$ cat src/rtl/fft_bfly_scheduler.sv
// Butterfly issue sequencer for an in-place radix-2 DIT FFT over N = 2**LOG_N points.
// Walks stages and butterflies, emitting operand/twiddle addresses over valid/ready.
module fft_bfly_scheduler #(
   parameter int LOG_N = 3,
   parameter int DRAIN = 4,
   localparam int ST_W = (LOG_N > 1) ? $clog2(LOG_N) : 1
) (
   input  logic             clk_i,
   input  logic             reset,
   input  logic             start_i,
   input  logic             issue_ready_i,
   output logic             issue_valid_o,
   output logic [LOG_N-1:0] addr_a_o,
   output logic [LOG_N-1:0] addr_b_o,
   output logic [LOG_N-2:0] tw_add_o,
   output logic [ST_W-1:0]  stage_o,
   output logic             last_in_stage_o,
   output logic             busy_o,
   output logic             done_o,
   output logic [1:0]       state_o
);

   // Handshake: a pair transfers on a rising edge where issue_valid_o & issue_ready_i;
   // once raised, issue_valid_o and all address outputs hold until that transfer.

   localparam int K_W    = LOG_N - 1;
   localparam int HALF_N = 2 ** (LOG_N - 1);
   localparam int CNT_W  = (DRAIN > 1) ? $clog2(DRAIN) : 1;
   localparam logic [K_W-1:0]  K_LAST     = K_W'(HALF_N - 1);
   localparam logic [ST_W-1:0] STAGE_LAST = ST_W'(LOG_N - 1);
   localparam logic [CNT_W-1:0] CNT_LAST  = CNT_W'(DRAIN - 1);

   typedef enum logic [1:0] {
      S_IDLE  = 2'd0,
      S_ISSUE = 2'd1,
      S_DRAIN = 2'd2,
      S_DONE  = 2'd3
   } state_t;

   state_t           state_q, state_d;
   logic [K_W-1:0]   k_q, k_d;
   logic [ST_W-1:0]  stage_q, stage_d;
   logic [CNT_W-1:0] cnt_q, cnt_d;
   logic             stage_end;

   logic             valid_q, last_q, busy_q, done_q;
   logic [LOG_N-1:0] addr_a_q, addr_b_q;
   logic [LOG_N-2:0] tw_q;

   logic [LOG_N-1:0] kx, half, j, g, a_d, b_d, tw_full;

   always_comb begin
      state_d   = state_q;
      k_d       = k_q;
      stage_d   = stage_q;
      cnt_d     = cnt_q;
      stage_end = 1'b0;
      case (state_q)
         S_IDLE: begin
            k_d     = '0;
            stage_d = '0;
            cnt_d   = '0;
            if (start_i) state_d = S_ISSUE;
         end
         S_ISSUE: begin
            if (issue_ready_i) begin
               if (k_q == K_LAST) begin
                  k_d   = '0;
                  cnt_d = '0;
                  if (DRAIN == 0) stage_end = 1'b1;
                  else            state_d   = S_DRAIN;
               end else begin
                  k_d = k_q + 1'b1;
               end
            end
         end
         S_DRAIN: begin
            if (cnt_q == CNT_LAST) stage_end = 1'b1;
            else                   cnt_d     = cnt_q + 1'b1;
         end
         S_DONE: begin
            stage_d = '0;
            state_d = S_IDLE;
         end
         default: state_d = S_IDLE;
      endcase
      // Drain expiry (or a zero-length drain) advances the stage or finishes.
      if (stage_end) begin
         if (stage_q == STAGE_LAST) begin
            state_d = S_DONE;
         end else begin
            stage_d = stage_q + 1'b1;
            state_d = S_ISSUE;
         end
      end
   end

   // Addresses are computed from the next k/stage so the registered outputs line up.
   always_comb begin
      kx      = {1'b0, k_d};
      half    = LOG_N'(1) << stage_d;
      j       = kx & (half - 1'b1);
      g       = kx >> stage_d;
      a_d     = (g << (int'(stage_d) + 1)) | j;
      b_d     = a_d | half;
      tw_full = j << (LOG_N - 1 - int'(stage_d));
   end

   always_ff @(posedge clk_i or posedge reset) begin
      if (reset) begin
         state_q  <= S_IDLE;
         k_q      <= '0;
         stage_q  <= '0;
         cnt_q    <= '0;
         valid_q  <= 1'b0;
         last_q   <= 1'b0;
         busy_q   <= 1'b0;
         done_q   <= 1'b0;
         addr_a_q <= '0;
         addr_b_q <= '0;
         tw_q     <= '0;
      end else begin
         state_q  <= state_d;
         k_q      <= k_d;
         stage_q  <= stage_d;
         cnt_q    <= cnt_d;
         valid_q  <= (state_d == S_ISSUE);
         last_q   <= (state_d == S_ISSUE) && (k_d == K_LAST);
         busy_q   <= (state_d != S_IDLE);
         done_q   <= (state_d == S_DONE);
         addr_a_q <= (state_d == S_IDLE) ? '0 : a_d;
         addr_b_q <= (state_d == S_IDLE) ? '0 : b_d;
         tw_q     <= (state_d == S_IDLE) ? '0 : tw_full[LOG_N-2:0];
      end
   end

   assign issue_valid_o   = valid_q;
   assign addr_a_o        = addr_a_q;
   assign addr_b_o        = addr_b_q;
   assign tw_add_o        = tw_q;
   assign stage_o         = stage_q;
   assign last_in_stage_o = last_q;
   assign busy_o          = busy_q;
   assign done_o          = done_q;
   assign state_o         = state_q;

endmodule

$ cat config.mk
export PLATFORM = sky130hd
export DESIGN_NAME = fft_bfly_scheduler
export DESIGN_NICKNAME = d
export VERILOG_FILES = /design/src/rtl/fft_bfly_scheduler.sv
export SDC_FILE = /design/constraint.sdc
export NUM_CORES = 1
export LEC_CHECK = 0
export CORE_MARGIN = 3
export CORE_UTILIZATION = 54
export DETAILED_ROUTE_END_ITERATION = 8
export PLACE_DENSITY = 0.9
export SYNTH_ARGS = -nofsm -noshare
export SYNTH_HDL_FRONTEND = slang
export SYNTH_SLANG_ARGS = --single-unit
$ cat constraint.sdc
create_clock -name clk_i -period 5.7 [get_ports clk_i]
set_input_delay 0.855 -clock clk_i [delete_from_list [all_inputs] [get_ports clk_i]]
set_output_delay 0.855 -clock clk_i [all_outputs]
set_load 0.005 [all_outputs]
# Word-level counts from Yosys, hierarchy flattened
# Index checks and enable logic that the tools add are counted.
# word_totals
ff_bits	20
out_inout_bits	16
word_cells	64
inputBits	4
# classes
n_addsub	6
n_bitwise	3
shift	4
reduce_logical	7
n_eq_ne	12
mux	21
# ops
operator	count
$shl 3x32->2	1
$mux 2	14
$eq 2x2->1 const B	7
$pmux 2 s3	2
$add 2x1->2 const B	3
$mux 3	2
$ne 2x2->1 const B	3
$or 3x3->3	2
$eq 2x1->1 const B	2
$logic_not 2->1	2
$pmux 2 s2	1
$reduce_and 4->1	1
$add 2x1->3 const B	1
$and 2x3->3	1
$reduce_bool 3->1	1
$shl 1x2->3 const A	1
$shl 3x3->3	1
$shr 2x2->3	1
$sub 2x2->3 const A	1
$sub 3x1->3 const B	1
$mux 1	2
$reduce_bool 2->1	1
$reduce_or 2->1	1
$logic_and 1x1->1	1

# Logic depth before layout (Yosys ltp)
# logic_depth
ltp_word	11
ltp_mapped	11
mapped_depth_nobuf	11

# Least setup slack after synthesis
# No wires, ideal clock.
# synth_path
path_kind	reg2reg
from	register state_q[0] (netlist: state_o[0])
to	register addr_b_q[0] (netlist: addr_b_o[0])
required_ns	5.618
t_arrival_ns	2.287
path_slack_ns	3.331
n_path_buf	0
stages_incl_launch_ff	8
synth_period_minus_slack_ns	2.369
setup_ns	0.082
cell_sequence	dfrtp_1 > inv_1 > ha_1 > nand3_1 > mux2_1 > ha_1 > or4_4 > a31oi_1
# synth_between
elab_chain_len	11
word_cells_on_any_way	25
cone_classes	2 x add/sub; 3 x eq/ne; 3 x shift; 11 x mux; 3 x bitwise; 3 x reduce/logical
# synth_lines
item	line_no	text
from (decl)	40	state_t state_q, state_d;
from (signal assigned)	123	state_q <= state_d;
$eq 2x2->1 / $logic_not 2->1 (equally long branches)	58	case (state_q)
$reduce_or 2->1 (no line)	-	
$mux 2	58	
$mux 2	89	if (stage_q == STAGE_LAST) begin
$mux 2	88	if (stage_end) begin
$shl 1x2->3	101	half = LOG_N'(1) << stage_d;
$sub 3x1->3	102	j = kx & (half - 1'b1);
$and 2x3->3	102	
$or 3x3->3	104	a_d = (g << (int'(stage_d) + 1)) | j;
$or 3x3->3	105	b_d = a_d | half;
$mux 3 (*)	132	addr_b_q <= (state_d == S_IDLE) ? '0 : b_d;
to (signal assigned)	132	
to (decl)	47	logic [LOG_N-1:0] addr_a_q, addr_b_q;
# Mark *: on every way between the ends. The rest lies on a longest branch, timed or not.
# A chain may end at the register's enable or synchronous reset.

# Final worst setup path
# Ends and elaborated chain as after synthesis.

==> impl_metrics.csv <==
group,metric,value,unit
sta,hold_violations,0,
grt,grt_use_total,0.189,
min_path,hold_depth,2,
yosys,postSynthAreaPerCell,10.2,µm²
floorplanning,rows,15,
yosys,syn_area,0.00106,mm²
critical_path,critPathCaptureType,"flip-flop",
placed_design,portBuffers,19,
floorplanning,initial_core_util,0.595,
sta,timing.final.ws_setup,3.11,ns
cells_and_area,final_cell_mix,"dfrtp_1, clkdlybuf4s50_1, inv_1, ha_1, nand2_1",
grt,grt_pass1_wl,3640,µm
yosys,yosysUniqueCellTypes,34,
yosys,yosysSeqAreaShare,0.472,
placed_design,place_ws,2.99,ns
job,max_cap_violations,0,
critical_path,rr_worst_depth,7,
routing,routed_via_density,5.56,
clock_network,cts_htree_levels,1,
cells_and_area,layout-drive-gt1-share,0.0714,
routing,drt_iter0_drc,39,
yosys,synthArstFlopShare,1.00,
grt,grt_max_degree,21,
clock_network,cts_resized,0,
placed_design,placed_area,0.00128,mm²
critical_path,path_class,"reg -> reg",
status,outcome,"complete, no violations",
yosys,synth-edff-count,0,
floorplanning,die_w,50.3,µm
clock_network,max-clock-path-buffers,2,
sta,fin_skew,0.00522,ns
yosys,yosysTopAreaCell,"dfrtp_1",
critical_path,cp_max_fo,8,
cells_and_area,finalNetCount,142,
sta,slew_headroom,0.518,
cells_and_area,n_antenna_cell,0,
critical_path,start_kind,"flip-flop",
critical_path,cp_data_arrival_time,2.82,ns
clock_network,clkTransAtPathRegs,0.10,ns
yosys,synth_nets,118,
clock_network,numCtsBuffers,3,
cells_and_area,postLayoutCoreUtil,0.732,
sta,period_share,0.454,
floorplanning,core_area,0.00178,mm²
critical_path,cpMaxStageDelayCell,"or4_4",
placed_design,post-dp-hpwl,1620,µm
clock_network,cts_tree,"done",
routing,routed_wire_length_per_instance,14.1,µm
cells_and_area,mostFrequentLayoutCell,"dfrtp_1",
floorplanning,die_h,50.3,µm
routing,vias,840,
sta,max_freq,386,MHz
critical_path,path_common_cell,"ha_1",
routing,drcViolationCount,0,
floorplanning,die_area,0.00253,mm²
sta,setup_viol,0,
placed_design,routabilityCongestion,0.836,
sta,fin_tns_setup,0,ns
min_path,hold_class,"reg -> reg",
yosys,ys_warn_count,0,
routing,dr.pass1.iters,4,
yosys,syn_inst,104,
power,p_leak,0.627,nW
power,p_per_area,365,mW/mm²
routing,wl,2130,µm
critical_path,max_stage_delay,0.57,ns
clock_network,cts_setup_buffers,0,
sta,period_minus_slack,2.59,ns
cells_and_area,area_growth,23.0,%
power,peakVddDrop,0.239,mV
grt,antenna_found_initial,0,
clock_network,cts_hold_buffers,0,
critical_path,rrSetupSlack,3.11,ns
grt,grt_pass1_vias,830,
critical_path,path_cells,"inv_1 > ha_1 > nand3_1 > mux2_1 > ha_1 > or4_4 > a31oi_1",
clock_network,insertion_delay,0.30,ns
routing,ant_nets,0,
grt,grt-ovfl-total,0,
yosys,synthTopCellsByArea,"dfrtp_1, ha_1, inv_1, o21ai_0, nand2_1",
sta,final_max_slew_viol_count,0,
cells_and_area,final_area,0.00131,mm²
yosys,netlist.area_leader.share,0.472,
yosys,synthFlopType,"dfrtp_1",
cells_and_area,final.fill_count,131,
sta,holdWs,0.502,ns
floorplanning,io_pins,20,
critical_path,cp_data_required_time,5.93,ns
clock_network,root_buffer,"clkbuf_4",
sta,tightest_slew,0.721,ns
clock_network,clock-sinks,20,
sta,grt_setup_unrepaired,"no",
yosys,synth-seq-cells,20,
power by group:
group	leakage (nW)	internal, mW	total (mW)	switching [mW]
sequential	0.265	0.177	0.196	0.0188
combinational	0.348	0.103	0.216	0.113
clock	0.0138	0.0247	0.0650	0.0403
registers in the layout, indices dropped and copies added, names as in the netlist:
name             count
issue_valid_o        1
addr_b_o             3
state_o              2
last_in_stage_o      1
done_o               1
k_q                  2
cnt_q                2
stage_o              2
busy_o               1
tw_add_o             2
addr_a_o             3
cell usage after synthesis, types with 2 or more instances:
library cell   n
nor2_1         4
dfrtp_1       20
a21oi_1        4
nand2_1        9
nand3_1        2
nand2b_1       2
nor4_1         2
nand3b_1       2
or2b_1         2
o21ai_0        8
a32oi_1        2
nor3_1         2
nor2b_1        4
a31oi_1        2
inv_1         11
ha_1          10
kinds of logic (layout without fill, tap and decap cells):
kind of cell / Yosys count / after routing / synth area share
flip-flops: 20 / 20 / 0.472
AO/OA/AOI/OAI: 21 / 21 / 0.125
AND/OR/NAND/NOR: 37 / 37 / 0.200
XOR/XNOR: 1 / 1 / 0.00826
multiplexers: 3 / 3 / 0.0342
adder cells (fa/ha/maj): 10 / 10 / 0.118
buffers and inverters: 12 / 34 / 0.0424
layer usage:
layer | GRT usage | vias up | routed length [µm]
met2 | 0.307 | 29 | 1060
met5 | 0 | - | 0
met3 | 0.0742 | 2 | 133
met1 | 0.234 | 404 | 924
met4 | 0.0538 | 0 | 5
li1 | - | 405 | -
per-stage QoR:
stage | total power, mW | std cells
finish | 0.476 | 151
global route | 0.509 | 151
CTS | 0.477 | 151
detailed placement | 0.413 | 148
global placement | 0.403 | 148
floorplan | 0.318 | 104
cell type report:
class / count / area [µm²] / area share
clock buffers: 3 / 22.5 / 0.0173
repair buffers: 19 / 190 / 0.146
multi-input cells: 72 / 515 / 0.395
inverters: 12 / 45.0 / 0.0345
well taps: 25 / 31.3 / 0.0240
flip-flops and latches: 20 / 500 / 0.384
worst max-delay path, delay by kind of cell (launching register included):
kind,cells,cell delay (ns)
flip-flops,1,0.46
adder cells (fa/ha/maj),2,0.69
AND/OR/NAND/NOR,2,0.68
multiplexers,1,0.39
AO/OA/AOI/OAI,1,0.17
buffers and inverters,1,0.13
worst paths after layout:
check | from | end
max reg2reg | state_o[0]$_DFF_PP0_ | addr_b_o[0]$_DFF_PP0_
min reg2reg | cnt_q[1]$_DFFE_PP0P_ | cnt_q[1]$_DFFE_PP0P_
min | cnt_q[1]$_DFFE_PP0P_ | cnt_q[1]$_DFFE_PP0P_
min in group asynchronous | reset | addr_b_o[1]$_DFF_PP0_
max in group asynchronous | reset | issue_valid_o$_DFF_PP0_
max | state_o[0]$_DFF_PP0_ | addr_b_o[0]$_DFF_PP0_
(Power assumes the default switching activity.)
